[src/rtl/rv_muldiv_pkg.sv]
// rv_muldiv_pkg: shared constants for the iterative RISC-V M-extension unit.
//   MD_XLEN   operand/result width (only 32 is supported)
//   MD_ITERS  datapath iterations per multiply/divide
//   MD_*      funct3 encodings of the M-extension operations
//   ST_*      FSM state encodings of rv_muldiv
package rv_muldiv_pkg;

  localparam int unsigned MD_XLEN  = 32;
  localparam int unsigned MD_ITERS = 32;

  localparam logic [2:0] MD_MUL    = 3'b000;
  localparam logic [2:0] MD_MULH   = 3'b001;
  localparam logic [2:0] MD_MULHSU = 3'b010;
  localparam logic [2:0] MD_MULHU  = 3'b011;
  localparam logic [2:0] MD_DIV    = 3'b100;
  localparam logic [2:0] MD_DIVU   = 3'b101;
  localparam logic [2:0] MD_REM    = 3'b110;
  localparam logic [2:0] MD_REMU   = 3'b111;

  localparam logic [1:0] ST_IDLE = 2'd0;
  localparam logic [1:0] ST_RUN  = 2'd1;
  localparam logic [1:0] ST_DONE = 2'd2;

endpackage

[src/rtl/rv_muldiv_if.sv]
// rv_muldiv_if: request / register-writeback bundle between the core and rv_muldiv.
//   start, funct3, rs1_val, rs2_val, rd, kill : core -> unit
//   busy, wb_en, wb_addr, wb_data             : unit -> core / register file
// master = core side, slave = rv_muldiv side.
interface rv_muldiv_if;
  import rv_muldiv_pkg::*;

  logic               start;
  logic [2:0]         funct3;
  logic [MD_XLEN-1:0] rs1_val;
  logic [MD_XLEN-1:0] rs2_val;
  logic [4:0]         rd;
  logic               kill;
  logic               busy;
  logic               wb_en;
  logic [4:0]         wb_addr;
  logic [MD_XLEN-1:0] wb_data;

  modport master (
    output start, funct3, rs1_val, rs2_val, rd, kill,
    input  busy, wb_en, wb_addr, wb_data
  );

  modport slave (
    input  start, funct3, rs1_val, rs2_val, rd, kill,
    output busy, wb_en, wb_addr, wb_data
  );

endinterface

[src/rtl/rv_muldiv_iter.sv]
// rv_muldiv_iter: one-bit-per-cycle datapath shared by multiply and divide.
//   clk, rst   clock, synchronous active-high reset
//   i_load     load magnitudes and clear the iteration counter
//   i_step     perform one iteration this cycle
//   i_is_div   operation kind latched on load (0 shift-add, 1 restoring divide)
//   i_mag1     multiplier / dividend magnitude
//   i_mag2     multiplicand / divisor magnitude
//   o_acc      accumulator including this cycle's iteration
//              (multiply: 64-bit product; divide: {remainder, quotient})
//   o_last     current iteration is the final one
module rv_muldiv_iter
  import rv_muldiv_pkg::*;
#(
  parameter int unsigned XLEN  = MD_XLEN,
  parameter int unsigned ITERS = MD_ITERS
) (
  input  logic              clk,
  input  logic              rst,
  input  logic              i_load,
  input  logic              i_step,
  input  logic              i_is_div,
  input  logic [XLEN-1:0]   i_mag1,
  input  logic [XLEN-1:0]   i_mag2,
  output logic [2*XLEN-1:0] o_acc,
  output logic              o_last
);

  localparam int unsigned CW = $clog2(ITERS);

  logic [2*XLEN-1:0] r_acc;
  logic [XLEN-1:0]   r_opb;
  logic              r_is_div;
  logic [CW-1:0]     r_cnt;

  logic [XLEN-1:0]   w_hi;
  logic [XLEN-1:0]   w_lo;
  logic [XLEN:0]     w_sum;
  logic [XLEN:0]     w_shift;
  logic [XLEN:0]     w_diff;
  logic              w_ge;
  logic [2*XLEN-1:0] w_mul_nxt;
  logic [2*XLEN-1:0] w_div_nxt;

  assign w_hi = r_acc[2*XLEN-1:XLEN];
  assign w_lo = r_acc[XLEN-1:0];

  // Shift-add: low half starts as the multiplier and is consumed LSB first
  // while product bits shift in from the top.
  assign w_sum     = {1'b0, w_hi} + (w_lo[0] ? {1'b0, r_opb} : '0);
  assign w_mul_nxt = {w_sum, w_lo[XLEN-1:1]};

  // Restoring divide: the partial remainder stays below the divisor, so the
  // shifted value fits XLEN+1 bits and the top bit of the difference is its sign.
  assign w_shift   = {w_hi, w_lo[XLEN-1]};
  assign w_diff    = w_shift - {1'b0, r_opb};
  assign w_ge      = ~w_diff[XLEN];
  assign w_div_nxt = {(w_ge ? w_diff[XLEN-1:0] : w_shift[XLEN-1:0]), w_lo[XLEN-2:0], w_ge};

  assign o_acc  = r_is_div ? w_div_nxt : w_mul_nxt;
  assign o_last = (r_cnt == CW'(ITERS - 1));

  always_ff @(posedge clk) begin
    if (rst) begin
      r_acc    <= '0;
      r_opb    <= '0;
      r_is_div <= 1'b0;
      r_cnt    <= '0;
    end else if (i_load) begin
      r_acc    <= {{XLEN{1'b0}}, i_mag1};
      r_opb    <= i_mag2;
      r_is_div <= i_is_div;
      r_cnt    <= '0;
    end else if (i_step) begin
      r_acc <= o_acc;
      r_cnt <= r_cnt + 1'b1;
    end
  end

endmodule

[src/rtl/rv_muldiv.sv]
// rv_muldiv: iterative RISC-V M-extension unit feeding the register-file write port.
//   clk   clock, rising edge
//   rst   synchronous active-high reset
//   bus   rv_muldiv_if.slave: start/funct3/rs1_val/rs2_val/rd/kill in,
//         busy/wb_en/wb_addr/wb_data out
// Operands are reduced to magnitudes at start; the iteration datapath works
// unsigned and the result sign is restored as the unit enters DONE.
// Divide-by-zero and signed overflow bypass the iterations (1-cycle latency).
module rv_muldiv
  import rv_muldiv_pkg::*;
#(
  parameter int unsigned XLEN = MD_XLEN
) (
  input  logic        clk,
  input  logic        rst,
  rv_muldiv_if.slave  bus
);

  logic [1:0]      r_state;
  logic [2:0]      r_f3;
  logic [4:0]      r_rd;
  logic            r_neg_q;
  logic            r_neg_r;
  logic [4:0]      r_wb_addr;
  logic [XLEN-1:0] r_wb_data;

  logic [2:0]        w_f3;
  logic [XLEN-1:0]   w_a;
  logic [XLEN-1:0]   w_b;
  logic              w_is_div;
  logic              w_a_signed;
  logic              w_b_signed;
  logic              w_a_neg;
  logic              w_b_neg;
  logic [XLEN-1:0]   w_mag1;
  logic [XLEN-1:0]   w_mag2;
  logic              w_div0;
  logic              w_ovf;
  logic              w_fast;
  logic [XLEN-1:0]   w_fast_res;
  logic              w_accept;
  logic [2*XLEN-1:0] w_acc;
  logic              w_last;
  logic [2*XLEN-1:0] w_prod;
  logic [XLEN-1:0]   w_quo;
  logic [XLEN-1:0]   w_rem;
  logic [XLEN-1:0]   w_result;

  assign w_f3     = bus.funct3;
  assign w_a      = bus.rs1_val;
  assign w_b      = bus.rs2_val;
  assign w_is_div = w_f3[2];

  assign w_a_signed = (w_f3 == MD_MUL) || (w_f3 == MD_MULH) || (w_f3 == MD_MULHSU) ||
                      (w_f3 == MD_DIV) || (w_f3 == MD_REM);
  assign w_b_signed = (w_f3 == MD_MUL) || (w_f3 == MD_MULH) ||
                      (w_f3 == MD_DIV) || (w_f3 == MD_REM);

  assign w_a_neg = w_a_signed & w_a[XLEN-1];
  assign w_b_neg = w_b_signed & w_b[XLEN-1];
  assign w_mag1  = w_a_neg ? -w_a : w_a;
  assign w_mag2  = w_b_neg ? -w_b : w_b;

  assign w_div0 = w_is_div & (w_b == '0);
  assign w_ovf  = w_is_div & ~w_f3[0] & (w_a == {1'b1, {(XLEN-1){1'b0}}}) & (w_b == '1);
  assign w_fast = w_div0 | w_ovf;

  // funct3[1] separates REM/REMU from DIV/DIVU within the divide group.
  always_comb begin
    w_fast_res = '0;
    if (w_div0) begin
      w_fast_res = w_f3[1] ? w_a : '1;
    end else begin
      w_fast_res = w_f3[1] ? '0 : {1'b1, {(XLEN-1){1'b0}}};
    end
  end

  assign w_accept = (r_state == ST_IDLE) & bus.start & ~bus.kill;

  rv_muldiv_iter #(
    .XLEN  (XLEN),
    .ITERS (MD_ITERS)
  ) u_iter (
    .clk      (clk),
    .rst      (rst),
    .i_load   (w_accept & ~w_fast),
    .i_step   (r_state == ST_RUN),
    .i_is_div (w_is_div),
    .i_mag1   (w_mag1),
    .i_mag2   (w_mag2),
    .o_acc    (w_acc),
    .o_last   (w_last)
  );

  // Sign fix works on the accumulator value of the final iteration, so the
  // corrected result can be registered on the same edge that enters DONE.
  assign w_prod = r_neg_q ? -w_acc : w_acc;
  assign w_quo  = r_neg_q ? -w_acc[XLEN-1:0] : w_acc[XLEN-1:0];
  assign w_rem  = r_neg_r ? -w_acc[2*XLEN-1:XLEN] : w_acc[2*XLEN-1:XLEN];

  always_comb begin
    w_result = '0;
    case (r_f3)
      MD_MUL:                       w_result = w_prod[XLEN-1:0];
      MD_MULH, MD_MULHSU, MD_MULHU: w_result = w_prod[2*XLEN-1:XLEN];
      MD_DIV, MD_DIVU:              w_result = w_quo;
      default:                      w_result = w_rem;
    endcase
  end

  always_ff @(posedge clk) begin
    if (rst) begin
      r_state   <= ST_IDLE;
      r_f3      <= '0;
      r_rd      <= '0;
      r_neg_q   <= 1'b0;
      r_neg_r   <= 1'b0;
      r_wb_addr <= '0;
      r_wb_data <= '0;
    end else begin
      case (r_state)
        ST_IDLE: begin
          if (w_accept) begin
            r_f3    <= w_f3;
            r_rd    <= bus.rd;
            r_neg_q <= w_a_neg ^ w_b_neg;
            r_neg_r <= w_a_neg;
            if (w_fast) begin
              r_wb_addr <= bus.rd;
              r_wb_data <= w_fast_res;
              r_state   <= ST_DONE;
            end else begin
              r_state <= ST_RUN;
            end
          end
        end
        ST_RUN: begin
          if (bus.kill) begin
            r_state <= ST_IDLE;
          end else if (w_last) begin
            r_wb_addr <= r_rd;
            r_wb_data <= w_result;
            r_state   <= ST_DONE;
          end
        end
        ST_DONE: r_state <= ST_IDLE;
        default: r_state <= ST_IDLE;
      endcase
    end
  end

  assign bus.busy    = (r_state != ST_IDLE);
  assign bus.wb_en   = (r_state == ST_DONE) & (r_wb_addr != '0) & ~bus.kill;
  assign bus.wb_addr = r_wb_addr;
  assign bus.wb_data = r_wb_data;

endmodule

[src/flat_wrapper.sv]
// flat-port wrapper written by rule: the top's interface ports become plain ports
module rv_muldiv_flat import rv_muldiv_pkg::*;
#(
  parameter int unsigned XLEN = MD_XLEN
)
  (clk, rst, bus_start, bus_funct3, bus_rs1_val, bus_rs2_val, bus_rd, bus_kill, bus_busy, bus_wb_en, bus_wb_addr, bus_wb_data);
  rv_muldiv_if bus_i ();
  input  logic clk;
  input  logic rst;
  input wire logic [$bits(bus_i.start)-1:0] bus_start;
  input wire logic [$bits(bus_i.funct3)-1:0] bus_funct3;
  input wire logic [$bits(bus_i.rs1_val)-1:0] bus_rs1_val;
  input wire logic [$bits(bus_i.rs2_val)-1:0] bus_rs2_val;
  input wire logic [$bits(bus_i.rd)-1:0] bus_rd;
  input wire logic [$bits(bus_i.kill)-1:0] bus_kill;
  output wire logic [$bits(bus_i.busy)-1:0] bus_busy;
  output wire logic [$bits(bus_i.wb_en)-1:0] bus_wb_en;
  output wire logic [$bits(bus_i.wb_addr)-1:0] bus_wb_addr;
  output wire logic [$bits(bus_i.wb_data)-1:0] bus_wb_data;
  assign bus_i.start = bus_start;
  assign bus_i.funct3 = bus_funct3;
  assign bus_i.rs1_val = bus_rs1_val;
  assign bus_i.rs2_val = bus_rs2_val;
  assign bus_i.rd = bus_rd;
  assign bus_i.kill = bus_kill;
  assign bus_busy = bus_i.busy;
  assign bus_wb_en = bus_i.wb_en;
  assign bus_wb_addr = bus_i.wb_addr;
  assign bus_wb_data = bus_i.wb_data;
  rv_muldiv #(.XLEN(XLEN)) u_core (.clk(clk), .rst(rst), .bus(bus_i));
endmodule
[config.mk]
export PLATFORM = sky130hd
export DESIGN_NAME = rv_muldiv_flat
export DESIGN_NICKNAME = d
export VERILOG_FILES = /design/src/rtl/rv_muldiv_pkg.sv /design/src/rtl/rv_muldiv_if.sv /design/src/rtl/rv_muldiv_iter.sv /design/src/rtl/rv_muldiv.sv /design/src/flat_wrapper.sv
export SDC_FILE = /design/constraint.sdc
export NUM_CORES = 1
export LEC_CHECK = 0
export BUFFER_PORTS_ARGS = -buffer_cell sky130_fd_sc_hd__buf_2
export CAP_MARGIN = 20
export CORE_MARGIN = 2
export CORE_UTILIZATION = 46
export CTS_BUF_LIST = sky130_fd_sc_hd__clkbuf_8
export DETAILED_ROUTE_END_ITERATION = 7
export PLACE_DENSITY = 0.74
export SLEW_MARGIN = 25
export SYNTH_ARGS = -nofsm -noshare
export SYNTH_HDL_FRONTEND = slang
export SYNTH_HIERARCHICAL = 1
export SYNTH_SLANG_ARGS = --single-unit
[constraint.sdc]
create_clock -name clk -period 6.95 [get_ports clk]
set_input_delay 1.0425 -clock clk [delete_from_list [all_inputs] [get_ports clk]]
set_output_delay 1.0425 -clock clk [all_outputs]
set_load 0.05 [all_outputs]
# Word level (Yosys, flattened, before mapping)
# Index checks and enable logic that the tools add are counted.
# word_totals
inputBits	76
out_inout_bits	39
register_bits	151
word_cells	105
# op_classes
addsub	8
bitwise	17
eq_ne	19
n_reduce_logical	20
muxes	29
# ops
cell	count
2-to-1 mux 32 bit	15
2-to-1 mux 64 bit	2
negation 32 bit	4
case mux 32 bit (3 select lines)	1
== test 32 bit (second input constant)	2
negation 64 bit	1
case mux 32 bit (2 select lines)	1
adder 32 x 32 -> 33 bit	1
subtractor 33 x 32 -> 33 bit	1
logical NOT 32 bit	1
2-to-1 mux 5 bit	4
== test 3 bit (second input constant)	4
AND 1 bit	11
case mux 5 bit (2 select lines)	1
== test 3 x 2 -> 1 bit (second input constant)	3
2-to-1 mux 2 bit	4
== test 3 x 1 -> 1 bit (second input constant)	2
logical NOT 3 bit	2
logical OR 1 bit	6
!= test 2 x 1 -> 1 bit (second input constant)	3
nonzero test 2 bit	3
adder 5 x 1 -> 5 bit (second input constant)	1
== test 5 bit (second input constant)	1
AND reduction 5 bit	1
other kinds (13)	18

# Logic depth before layout (Yosys ltp)
# logic_depth
word_depth	9
ltp_mapped	24
ltp_nobuf	21

# Cells and area by module
# The synthesis kept the hierarchy.
# modules_own_cells
mod	n_inst	seq_area_each_um2	area_each_um2	cells_per_inst
rv_muldiv_iter	1	2042.0	8797.2	1206
rv_muldiv	1	980.9	6418.7	932

# Worst setup path after synthesis
# OpenSTA, ideal clock, no wires.
# synth_timing
path_kind	register to register
start	register u_core.u_iter.r_opb[21]
end	register u_core.r_wb_data[20], in the netlist u_core/bus.wb_data[20]
path_stages_with_launch	24
synth_period_minus_slack_ns	5.348
setup_ns	0.121
path_buffers	3
arrival_ns	5.227
required_time_ns	6.829
slack_ns	1.602
path_cell_list	dfxtp_1 inv_1 ha_1 buf_2 a21oi_1 o21ai_0 a41o_1 or3_1 o21ba_4 xor2_2 buf_2 nand2_1 o211ai_1 nand2_1 inv_1 ha_1 or4b_2 or4_1 clkbuf_1 or4_1 a21oi_1 o21bai_1 a221oi_1 o2bb2ai_1
# synth_between
elab_chain_len	9
elab_cells_between_ends	16
classes_between	add/sub: 5; mux: 10; bitwise: 1
# synth_rtl
item	line	rtl
start, declared	rv_muldiv_iter.sv:31	logic [XLEN-1:0] r_opb;
start signal, assigned	rv_muldiv_iter.sv:70	r_opb <= i_mag2;
subtractor 33 x 32 -> 33 bit (*)	rv_muldiv_iter.sv:55	assign w_diff = w_shift - {1'b0, r_opb};
2-to-1 mux 32 bit (*)	rv_muldiv_iter.sv:57	assign w_div_nxt = {(w_ge ? w_diff[XLEN-1:0] : w_shift[XLEN-1:0]), w_lo[XLEN-2:0], w_ge};
2-to-1 mux 64 bit (*)	rv_muldiv_iter.sv:59	assign o_acc = r_is_div ? w_div_nxt : w_mul_nxt;
net u_core.w_acc[32]	rv_muldiv.sv:42	logic [2*XLEN-1:0] w_acc;
negation 64 bit or negation 32 bit (tied branches)	rv_muldiv.sv:97, rv_muldiv.sv:99	
2-to-1 mux 64 bit or 2-to-1 mux 32 bit (tied branches)	rv_muldiv.sv:97, rv_muldiv.sv:99	
case mux 32 bit (3 select lines) (*)	rv_muldiv.sv:103	case (r_f3)
2-to-1 mux 32 bit (*)	rv_muldiv.sv:140	end else if (w_last) begin
2-to-1 mux 32 bit (*)	rv_muldiv.sv:138	if (bus.kill) begin
case mux 32 bit (2 select lines) (*)	rv_muldiv.sv:121	case (r_state)
end signal, assigned	rv_muldiv.sv:130	r_wb_data <= w_fast_res;
end signal, assigned	rv_muldiv.sv:142	r_wb_data <= w_result;
end, declared	rv_muldiv.sv:25	logic [XLEN-1:0] r_wb_data;
# Mark *: on every way through the listed nets, which the timed path passes. The rest lies on a longest branch. The select of a mux whose other input is x is not followed.
# A chain may end at the register's enable or synchronous reset.

# Final worst setup path
# layout_timing
start	register u_core.u_iter.r_opb[21]
end	register u_core.r_wb_data[31], in the netlist u_core/bus.wb_data[31]
# Same word-level chain as after synthesis.

==> out/qor.txt <==
===============================================================================================
Outcome                                                                            complete, no violations
Top achievable clock speed                                                            161.2 MHz
Worst hold-check path type                                                         register to register
Standard-cell row count                                                                      66
Final TNS setup                                                                            0 ps
Power after layout                                                                     3.072 mW
Measured slew at the worst slew-check pin                                               1044 ps
Worst path required time                                                                7330 ps
Sinks on the clock net                                                                      151
Data arrival time of the worst path                                                     6590 ps
Slowest Stage Delay on Critical Path                                                     700 ps
Flops & latches, synth                                                                      151
Most common cell after layout, fill and taps aside                                       nor2_1
Sum of buffers and inverters on the critical path                                             3
Cell taking the most area after synthesis                                               dfxtp_1
Worst-case clock buffer depth                                                                 2
Number of levels in the clock H-tree                                                          4
Maximum number of pins on one net before global-route repair                                 70
Number of DRC violations after detailed routing                                               0
Antenna violations before repair                                                              1
Static Leak                                                                            6.583 nW
Number of global-route vias before repair                                                 15100
Number of design-rule violations left by the first detailed-router iteration               1863
Metal3 WL                                                                               6630 um
Setup repair after global routing missed its margin                                          no
GRT Util Overall                                                                         0.3410
Height of the die                                                                      185.9 um
Highest-count cells in the layout ignoring fill and taps                           nor2_1 (287), nand2_1 (212), a21oi_1 (155), dfxtp_1 (149), o21ai_0 (131)
Final instance count without filler cells                                                  2621
Async set-or-reset flop fraction in the synthesized netlist                                   0
Core Box Area                                                                       32540 sq um
Metal1 wirelength                                                                      24850 um
Clock network latency to the later pin of the worst-skew pair                            530 ps
Reg2reg setup slack                                                                      750 ps
R2R Path Start                                                                     u_core/u_iter/r_opb[21]
Final wirelength                                                                       59010 um
Max transition margin                                                                    0.3017
Worst setup path endpoint                                                          u_core/bus.wb_data[31]
Critical Path Slowest Stage Cell                                                         xor2_2
Syn avg cell area                                                                   7.117 sq um
Worst setup path start                                                             u_core/u_iter/r_opb[21]
Width of the die                                                                       185.9 um
Worst slack, placed                                                                    808.2 ps
TritonCTS clock tree                                                                       done
Max-cap violations                                                                            0
Synthesized net count                                                                      2287
R2R depth                                                                                    19
Count of yosys warnings during synthesis                                                      6
Syn Inst Count                                                                             2138
Crit-path leading delay family                                                     compound AO/OA/AOI/OAI gates
Clock Tree Root                                                                        clkbuf_8
Largest driver fanout on the critical path                                                   13
Total via count after detailed routing                                                    16700
Max IR drop VDD                                                                       0.1226 mV
Overflow left after global routing                                                            0
Proportion of netlist area held by the largest area contributor                          0.1987
Sequence of cells on the critical path                                             inv_1 > ha_1 > a21oi_1 > o21ai_0 > a41o_1 > or3_1 > o21ba_4 > xor2_2 > mux2_2 > a21oi_1 > inv_1 > nor4_1 > buf_4 > nand4_1 > or3_1 > nor2_1 > mux2_2 > a2111oi_0 > o41ai_1
Final estimated routing congestion in global placement                                    1.088
Post-synth top flop                                                                     dfxtp_1
Net total in the final layout                                                              2314
Post-cts sizing count                                                                         0
Power density over the cells                                                       186.2 nW/um^2
Pins Over Slew Limit                                                                          0
Routed met2 length                                                                     25130 um
Clock Skews                                                                            22.08 ps
Ratio of routed vias to standard cells                                                    6.372
DP HPWL                                                                                45080 um
Die ar.                                                                             34550 sq um
Kind of end point of the critical path                                                 register
Number of unique standard cell types used by synthesis                                       81
Count of input and output buffers                                                           114
Placed Instances                                                                           2588
Remaining number of nets flagged by the antenna check after routing                           0
First-pass GRT wire length                                                             89720 um
Clock input transition at the sequential cells of the worst setup and hold paths         110 ps
Top post-synthesis cells by area                                                   dfxtp_1 (20%), nor2_1 (7.1%), ha_1 (5.8%), nand2_1 (5.2%), a21oi_1 (5.1%)
Initial cell density of the core                                                         0.4677
Final Hold Fails                                                                              0
Worst path depth                                                                             19
Number of enable flip-flop cells after synthesis                                              0
Post-CTS setup buffers                                                                        0
Category of the critical setup timing path                                         register to register
Number of CTS-inserted buffers                                                               17
Area added between synthesis and finish                                                  8.428%
Mapped cell area                                                                    15220 sq um
First-pass detailed-route iteration total                                                     6
Routed wire per std cell                                                               22.51 um
Number of primary I/O pins                                                                  115
R2r endpoint                                                                       u_core/bus.wb_data[31]
Period Utilization, post-route                                                           0.8924
Filler cells                                                                               3261
Sequential element share of the synthesized area                                         0.1987
Share of post-route cells with drive strength above 1                                    0.1198
Tmin final                                                                              6202 ps
Total setup violations reported at the end of the flow                                        0
Worst hold-check slack                                                                 464.6 ps
Critical Path Start Type                                                               register
Final setup margin                                                                     747.6 ps
Top Metal Used                                                                             met4
Number of hold buffers added after CTS                                                        0
===============================================================================================
==> how the worst min path moves through the flow <==
stage	from	endpoint	slack, ps	depth (start not counted)
after floorplan	u_core/r_rd[0]	u_core/r_rd[0]	440	2
after global placement	u_core/r_rd[0]	u_core/r_rd[0]	440	2
after detailed placement	u_core/bus.wb_data[21]	u_core/bus.wb_data[21]	450	1
after CTS	u_core/r_rd[2]	u_core/r_rd[2]	470	2
after global routing	u_core/bus.wb_data[11]	u_core/bus.wb_data[11]	480	1
final	u_core/r_rd[2]	u_core/r_rd[2]	460	2
==> power breakdown <==
part | switching (mW) | internal (mW) | leakage (nW) | total, mW
clock network | 0.430 | 0.334 | 0.212 | 0.764
registers | 0.0496 | 0.909 | 1.23 | 0.959
logic | 0.886 | 0.464 | 5.14 | 1.35
==> per-layer routing <==
layer | GRT usage | up-vias
met5 | 0 | -
met4 | 0.1361 | 0
met3 | 0.09998 | 138
met2 | 0.5154 | 872
met1 | 0.4535 | 7909
li1 | - | 7782
==> through the flow <==
stage	instance area, sq um	util
floorplan	15220	-
global placement	16070	0.4938
detailed placement	16070	0.4938
CTS	16480	0.5066
global route	16500	0.5070
finish	16500	0.5071
==> state kept, by name, indices dropped and copies added, names as in the netlist <==
signal / flops
u_core/u_iter/r_acc: 64
u_core/bus.wb_data: 32
u_core/u_iter/r_opb: 32
u_core/bus.wb_addr: 5
u_core/r_rd: 5
u_core/u_iter/r_cnt: 5
u_core/r_f3: 3
u_core/r_state: 2
u_core/r_neg_q: 1
u_core/r_neg_r: 1
u_core/u_iter/r_is_div: 1
==> synthesized netlist by cell type, drive strengths merged (6+ instances only) <==
cell type and instances:
a211o 6, a211oi 26, a21boi 7, a21o 26
a21oi 157, a221oi 11, a22oi 11, a311oi 20
a31oi 33, and2 46, and3 8, buf 31
clkbuf 113, dfxtp 151, ha 71, inv 65
mux2 36, mux2i 49, nand2 212, nand2b 21
nand3 42, nand3b 7, nand4 36, nor2 288
nor2b 11, nor3 40, nor4 24, o211ai 16
o21a 20, o21ai 133, o21bai 7, o221ai 9
o22ai 7, o2bb2ai 14, o31ai 48, o41ai 17
or2 8, or3 52, or4 24, xnor2 88
xor2 83
==> area by class of cell <==
class / count / area, sq um / area share
repair buffers: 152 / 858.3 / 0.05202
multi-input cells: 1777 / 11390 / 0.6905
inverters: 66 / 249.0 / 0.01509
clock buffers: 17 / 234.0 / 0.01418
diodes: 1 / 2.502 / 0.0001517
well taps: 442 / 553.0 / 0.03352
clock inverters: 15 / 183.9 / 0.01115
flip-flops and latches: 151 / 3025 / 0.1834
==> cell families after synthesis <==
kind of cell | synth area share
flip-flops | 0.1987
AO/OA/AOI/OAI | 0.2630
XOR/XNOR | 0.09942
buffers and inverters | 0.05435
adder cells (fa/ha/maj) | 0.06101
multiplexers | 0.05888
AND/OR/NAND/NOR | 0.2647
==> worst reg2reg max path, stage by stage (launching register included) <==
cell       delay [ps]
dfxtp_1           360
inv_1              50
ha_1              360
a21oi_1           300
o21ai_0           140
a41o_1            290
or3_1             380
o21ba_4           240
xor2_2            700
mux2_2            420
a21oi_1           290
inv_1             260
nor4_1            340
buf_4             180
nand4_1           260
or3_1             490
nor2_1            130
mux2_2            340
a2111oi_0         430
o41ai_1           130
(Power assumes the default switching activity.)
